## config.mk

```make
export PLATFORM = sky130hd
export DESIGN_NAME = seq_scan_controller_flat
export DESIGN_NICKNAME = d
export VERILOG_FILES = /design/src/rtl/seq_scan_controller_if.sv /design/src/rtl/seq_scan_controller.sv /design/src/flat_wrapper.sv
export SDC_FILE = /design/constraint.sdc
export NUM_CORES = 1
export LEC_CHECK = 0
export BUFFER_PORTS_ARGS = -buffer_cell sky130_fd_sc_hd__buf_2
export CAP_MARGIN = 20
export CORE_MARGIN = 4
export CORE_UTILIZATION = 55
export CTS_CLUSTER_DIAMETER = 50
export DETAILED_ROUTE_END_ITERATION = 8
export PLACE_DENSITY = 0.9
export SLEW_MARGIN = 15
export SYNTH_ARGS = -nofsm -noshare
export SYNTH_HDL_FRONTEND = slang
export SYNTH_SLANG_ARGS = --single-unit
export TNS_END_PERCENT = 20
```

## constraint.sdc

```tcl
create_clock -name i_clk -period 2.1 [get_ports i_clk]
set_input_delay 0.105 -clock i_clk [delete_from_list [all_inputs] [get_ports i_clk]]
set_output_delay 0.105 -clock i_clk [all_outputs]
set_load 0.01 [all_outputs]
```

## src/rtl/seq_scan_controller_if.sv

```systemverilog
// Handshake bundle between a parallel word producer, the scan controller and its result consumer.
// Latency: none, wires only.
// Backpressure: o_ready gates word intake; i_res_ready gates result retirement.
//
// Ports (signal names follow the controller's point of view):
//   i_data/i_valid/o_ready    word intake handshake
//   i_flush                   clear detection history (IDLE only)
//   o_bit/o_bit_valid/o_match serial bit stream and per-bit match flag
//   o_count/o_res_valid/i_res_ready  per-word result handshake
interface seq_scan_controller_if #(
  parameter int DATA_W = 16,
  parameter int CNT_W  = 5
);
  logic [DATA_W-1:0] i_data;
  logic              i_valid;
  logic              o_ready;
  logic              i_flush;
  logic              o_bit;
  logic              o_bit_valid;
  logic              o_match;
  logic [CNT_W-1:0]  o_count;
  logic              o_res_valid;
  logic              i_res_ready;

  // Producer/consumer side.
  modport master (
    output i_data, i_valid, i_flush, i_res_ready,
    input  o_ready, o_bit, o_bit_valid, o_match, o_count, o_res_valid
  );

  // Controller side.
  modport slave (
    input  i_data, i_valid, i_flush, i_res_ready,
    output o_ready, o_bit, o_bit_valid, o_match, o_count, o_res_valid
  );
endinterface

```

## src/rtl/seq_scan_controller.sv

```systemverilog
// Serializes accepted words MSB-first and counts overlapping pattern matches per word.
// Latency: bit k of a word appears k cycles after its accept edge; result after DATA_W cycles.
// Backpressure: o_ready only in IDLE; result held stable in REPORT until i_res_ready.
//
// Ports:
//   i_clk    rising-edge clock
//   i_reset  asynchronous active-high reset
//   bus      seq_scan_controller_if.slave (word intake, serial bit stream, result handshake)
module seq_scan_controller #(
  parameter int                 DATA_W  = 16,
  parameter int                 PAT_LEN = 5,
  parameter logic [PAT_LEN-1:0] PAT     = 5'b10110,
  parameter int                 CNT_W   = 5
) (
  input  logic                  i_clk,
  input  logic                  i_reset,
  seq_scan_controller_if.slave  bus
);

  localparam int FW = $clog2(PAT_LEN + 1);
  localparam int BW = (DATA_W > 1) ? $clog2(DATA_W) : 1;
  localparam logic [FW-1:0] FILL_MAX = FW'(PAT_LEN);
  localparam logic [BW-1:0] LAST_BIT = BW'(DATA_W - 1);

  typedef enum logic [1:0] {
    S_IDLE   = 2'd0,
    S_SHIFT  = 2'd1,
    S_REPORT = 2'd2
  } state_t;

  state_t state, state_nxt;

  logic [DATA_W-1:0]  shreg;
  logic [PAT_LEN-2:0] hist;
  logic [FW-1:0]      fill;
  logic [BW-1:0]      bitcnt;
  logic               bit_r;
  logic               bit_vld_r;
  logic               match_r;
  logic [CNT_W-1:0]   count;
  logic               ready_c;
  logic               res_vld_c;

  logic               cur_bit;
  logic [PAT_LEN-1:0] window;
  logic               fill_ok;
  logic               hit;
  logic               last_bit;

  assign cur_bit  = shreg[DATA_W-1];
  assign window   = {hist, cur_bit};
  // The current bit completes a full window only once PAT_LEN-1 real bits
  // sit in history; otherwise zeroed history could fake a match.
  assign fill_ok  = (fill >= (FILL_MAX - 1'b1));
  assign hit      = fill_ok && (window == PAT);
  assign last_bit = (bitcnt == LAST_BIT);

  // State register
  always_ff @(posedge i_clk or posedge i_reset) begin
    if (i_reset) begin
      state <= S_IDLE;
    end else begin
      state <= state_nxt;
    end
  end

  // Next-state logic
  always_comb begin
    state_nxt = state;
    case (state)
      S_IDLE:   if (bus.i_valid)     state_nxt = S_SHIFT;
      S_SHIFT:  if (last_bit)        state_nxt = S_REPORT;
      S_REPORT: if (bus.i_res_ready) state_nxt = S_IDLE;
      default:                       state_nxt = S_IDLE;
    endcase
  end

  // State-decoded outputs
  always_comb begin
    ready_c   = 1'b0;
    res_vld_c = 1'b0;
    case (state)
      S_IDLE:   ready_c   = 1'b1;
      S_REPORT: res_vld_c = 1'b1;
      default:  ;
    endcase
  end

  // Datapath: shifter, history, counters and registered bit outputs
  always_ff @(posedge i_clk or posedge i_reset) begin
    if (i_reset) begin
      shreg     <= '0;
      hist      <= '0;
      fill      <= '0;
      bitcnt    <= '0;
      bit_r     <= 1'b0;
      bit_vld_r <= 1'b0;
      match_r   <= 1'b0;
      count     <= '0;
    end else begin
      bit_vld_r <= 1'b0;
      match_r   <= 1'b0;
      case (state)
        S_IDLE: begin
          // Flush and accept may coincide: the new word then starts with empty history.
          if (bus.i_flush) begin
            hist <= '0;
            fill <= '0;
          end
          if (bus.i_valid) begin
            shreg  <= bus.i_data;
            count  <= '0;
            bitcnt <= '0;
          end
        end
        S_SHIFT: begin
          shreg     <= {shreg[DATA_W-2:0], 1'b0};
          bit_r     <= cur_bit;
          bit_vld_r <= 1'b1;
          hist      <= window[PAT_LEN-2:0];
          if (fill != FILL_MAX) begin
            fill <= fill + 1'b1;
          end
          match_r   <= hit;
          if (hit && (count != '1)) begin
            count <= count + 1'b1;
          end
          bitcnt    <= bitcnt + 1'b1;
        end
        default: ;
      endcase
    end
  end

  assign bus.o_ready     = ready_c;
  assign bus.o_res_valid = res_vld_c;
  assign bus.o_bit       = bit_r;
  assign bus.o_bit_valid = bit_vld_r;
  assign bus.o_match     = match_r;
  assign bus.o_count     = count;

endmodule

```

## src/flat_wrapper.sv

```systemverilog
// flat-port wrapper written by rule: the top's interface ports become plain ports
module seq_scan_controller_flat 
#(
  parameter int                 DATA_W  = 16,
  parameter int                 PAT_LEN = 5,
  parameter logic [PAT_LEN-1:0] PAT     = 5'b10110,
  parameter int                 CNT_W   = 5
)
  (i_clk, i_reset, bus_i_data, bus_i_valid, bus_i_flush, bus_i_res_ready, bus_o_ready, bus_o_bit, bus_o_bit_valid, bus_o_match, bus_o_count, bus_o_res_valid);
  seq_scan_controller_if #(.DATA_W(DATA_W), .CNT_W(CNT_W)) bus_i ();
  input  logic i_clk;
  input  logic i_reset;
  input wire logic [$bits(bus_i.i_data)-1:0] bus_i_data;
  input wire logic [$bits(bus_i.i_valid)-1:0] bus_i_valid;
  input wire logic [$bits(bus_i.i_flush)-1:0] bus_i_flush;
  input wire logic [$bits(bus_i.i_res_ready)-1:0] bus_i_res_ready;
  output wire logic [$bits(bus_i.o_ready)-1:0] bus_o_ready;
  output wire logic [$bits(bus_i.o_bit)-1:0] bus_o_bit;
  output wire logic [$bits(bus_i.o_bit_valid)-1:0] bus_o_bit_valid;
  output wire logic [$bits(bus_i.o_match)-1:0] bus_o_match;
  output wire logic [$bits(bus_i.o_count)-1:0] bus_o_count;
  output wire logic [$bits(bus_i.o_res_valid)-1:0] bus_o_res_valid;
  assign bus_i.i_data = bus_i_data;
  assign bus_i.i_valid = bus_i_valid;
  assign bus_i.i_flush = bus_i_flush;
  assign bus_i.i_res_ready = bus_i_res_ready;
  assign bus_o_ready = bus_i.o_ready;
  assign bus_o_bit = bus_i.o_bit;
  assign bus_o_bit_valid = bus_i.o_bit_valid;
  assign bus_o_match = bus_i.o_match;
  assign bus_o_count = bus_i.o_count;
  assign bus_o_res_valid = bus_i.o_res_valid;
  seq_scan_controller #(.DATA_W(DATA_W), .PAT_LEN(PAT_LEN), .PAT(PAT), .CNT_W(CNT_W)) u_core (.i_clk(i_clk), .i_reset(i_reset), .bus(bus_i));
endmodule
```

==> results by group <==
Status
  – Status: completed

Logic synthesis
  – Post-synthesis cell type count: 32
  – Post-synthesis sequential area ratio: 52.7%
  – Synth Cell Area: 1760 um^2
  – Number of synthesized flops with an enable pin: 0
  – Post-synth top area share: a little over half
  – Synth Net Count: around 190
  – Leading area contributor after synthesis: dfrtp_1
  – Top post-synthesis cells by area: dfrtp_1 (53%), mux2i_1 (11%), nand2_1 (5.6%), o21ai_0 (4.8%), ha_1 (4.3%)
  – Yosys Warn Count: 0
  – Syn Area/Cell: 10.7 um^2
  – Async S/R FF share, synth: between 90% and 100%
  – Yosys reg bits: 37
  – Most instantiated cells after synthesis: dfrtp_1 (37), nand2_1 (26), mux2i_1 (20), o21ai_0 (17)
  – Count leader, synth: dfrtp_1
  – Main synth FF type: dfrtp_1
  – Post-Synthesis Cells: approximately 160

Floorplanning
  – Core area: between 3000 and 4000 um^2
  – Die area: between 4000 and 5000 um^2
  – Die H: roughly 65 um
  – Chip width: between 60 and 70 um
  – Ports: 31
  – Initial Util: 57.5%
  – Row cnt: 20

Route
  – DRC: 0
  – Iteration-0 DRC Markers: 52
  – Avg Vias per Cell: ~5.4
  – Detail Route Antenna Nets: 0
  – Vias: 1,329
  – DR pass1 iterations: 4
  – Routed WL: approximately 3.5 mm
  – Routed WL per cell: 14.4 um

GRT
  – Total global-route track usage: just under 20%
  – Vias in the first global route: 1,405
  – Pin count of the biggest net entering global routing: 38
  – Initial antenna violation count: 0
  – GR Overflow Total: 0
  – First-pass GRT wire length: about 6.2 mm

STA
  – Final setup TNS: 0 ps
  – RSZ-0062 raised after global routing: false
  – Worst hold margin: around 42 ps
  – Crit path time final: 1870 ps
  – Final Hold Viols: 0
  – Worst-margin pin slew: roughly 450 ps
  – Fin Clk Skew: approximately 2.7 ps
  – Slew margin rel.: 69.6%
  – Period Utilization, post-route: around 89%
  – Slew Viols, Final: 0
  – Fmax: ~530 MHz
  – # setup viols final: 0

CTS
  – CTS tree: built
  – Setup repair bufs after CTS: 0
  – H-tree Lvls: 2
  – Worst-path clk slew: about 110 ps
  – Max clock buf depth: 2
  – TritonCTS buffer count: 5
  – Worst-Skew Late Latency: approximately 340 ps
  – TritonCTS Sinks: 37
  – Clock root cell: clkbuf_4

Power and ir drop
  – Leakage power: 0.988 nW
  – Cell Pwr Density: 1260 nW/um^2
  – Max VDD drop: 642 uV

Worst setup path
  – Worst Path Required: between 2000 and 2500 ps
  – Crit Path Class: flop to flop
  – CP max-delay cell: or4_4
  – R2r setup slk: 230 ps
  – Crit path capture type: flop
  – Arr. time, crit path: 2110 ps
  – Most frequent CP cell: ha_1
  – Critical-path cell list: ha_1, and3_1, ha_1, or4_4, mux2i_1
  – Crit start category: flop
  – CP max stage delay: about 580 ps
  – Max FO, Critical Path: 4

Layout
  – Post-layout util: about 67%
  – P&R area growth vs syn: 15.9%
  – Layout cell share with drive strength beyond 1: a little over a fifth
  – Nets@finish: 227
  – Number of fill cells: between 200 and 300
  – Layout Cells excl Fill: around 250
  – Diode count: 0

Place
  – PortBufs: 30
  – Routability cong.: 0.750
  – Placed Cells: 234
  – HPWL Detailed: around 2.5 mm

Job
  – Maxcap violations: 0

Hold path
  – Hold Crit Class: input port to flop
-- flip-flops by register name, indices dropped and copies added (netlist names) --
register                cells
u_core.bus.o_bit            1
u_core.state                2
u_core.fill                 3
u_core.bus.o_count          5
u_core.bus.o_match          1
u_core.hist                 4
u_core.bitcnt               4
u_core.shreg               16
u_core.bus.o_bit_valid      1
-- through the flow --
stage | power [mW] | area, um^2 | worst slack (ps)
floorplan | 1.95 | 1760 | 299
global placement | 2.13 | 1950 | 320
detailed placement | 2.22 | 1950 | 251
CTS | 2.59 | 2040 | 227
global route | 2.79 | 2040 | 174
finish | 2.56 | 2040 | 225
-- cells by family after synthesis --
family,Yosys count,share of synthesized area [%]
AOI/OAI and AO/OA,37,13.7
adders and majority gates,6,4.27
buffers and inverters,16,3.85
DFF,37,52.7
muxes,20,11.4
and+or+nand+nor,48,14.0
-- layer usage --
layer | GRT usage (%) | vias up | routed length (um)
met5 | 0 | - | 0
met1 | 22.5 | 633 | 1470
met2 | 33.4 | 40 | 1750
li1 | - | 647 | -
met3 | 6.93 | 9 | 233
met4 | 8.18 | 0 | 74
-- critical path, delay by kind of cell, from the launching register on --
family / cells / cell delay, ps
multiplexers: 1 / 140
AND/OR/NAND/NOR: 2 / 750
adder cells (fa/ha/maj): 2 / 440
flip-flops: 1 / 440
-- power breakdown --
part	switching, mW	total (mW)	internal [mW]
combinational	0.522	0.983	0.461
clock	0.231	0.359	0.127
sequential	0.214	1.22	1.00
-- cell usage in the layout (no fill, tap or decap) --
| master | count |
|---|---|
| dfrtp_1 | 37 |
| o41ai_1 | 1 |
| nand3_1 | 3 |
| nand2b_1 | 3 |
| or4_1 | 1 |
| buf_2 | 30 |
| nor2b_1 | 1 |
| o2bb2ai_1 | 1 |
| or4_4 | 1 |
| dlygate4sd3_1 | 3 |
| and3_1 | 2 |
| o21bai_1 | 1 |
| nand2_1 | 26 |
| nor4_1 | 1 |
| nand4b_1 | 3 |
| buf_4 | 4 |
| or3_1 | 1 |
| a21o_1 | 1 |
| nand4bb_1 | 1 |
| o21ai_0 | 17 |
| a21oi_1 | 5 |
| nor3_1 | 1 |
| ha_1 | 6 |
| mux2i_1 | 20 |
| clkinv_2 | 2 |
| o21bai_2 | 1 |
| or3b_2 | 1 |
| inv_1 | 8 |
| nor2_1 | 2 |
| a22o_1 | 8 |
| o211ai_1 | 1 |
| clkbuf_1 | 1 |
| clkbuf_4 | 5 |
| a32o_1 | 1 |
| and2_1 | 1 |
-- area by class of cell --
cell class	instances	area, um^2	area share [%]
sequential	37	926	45.5
timing repair buffer	37	210	10.3
multi-input combinational	111	763	37.5
inverter	8	30.0	1.48
clock buffer	6	41.3	2.03
tap	44	55.1	2.70
clock inverter	2	10.0	0.492
-- final timing paths --
| check | from | end | cells past startpoint |
|---|---|---|---|
| max reg2reg | u_core.bus.o_count[0] | u_core.bus.o_count[1] | 5 |
| min reg2reg | u_core.shreg[11] | u_core.shreg[11] | 2 |
| max | u_core.bus.o_count[0] | u_core.bus.o_count[1] | 5 |
| max in group asynchronous | i_reset | u_core.shreg[0] | 4 |
| min in group asynchronous | i_reset | u_core.shreg[14] | 4 |
| min | bus_i_data[5] | u_core.shreg[5] | 3 |
-- repair_timing --
item,CTS,global route
hold buffers,3,0
endpoints found under the hold margin,39,0
resized for setup,0,0
Note: power is estimated with default switching activity, not from simulation.
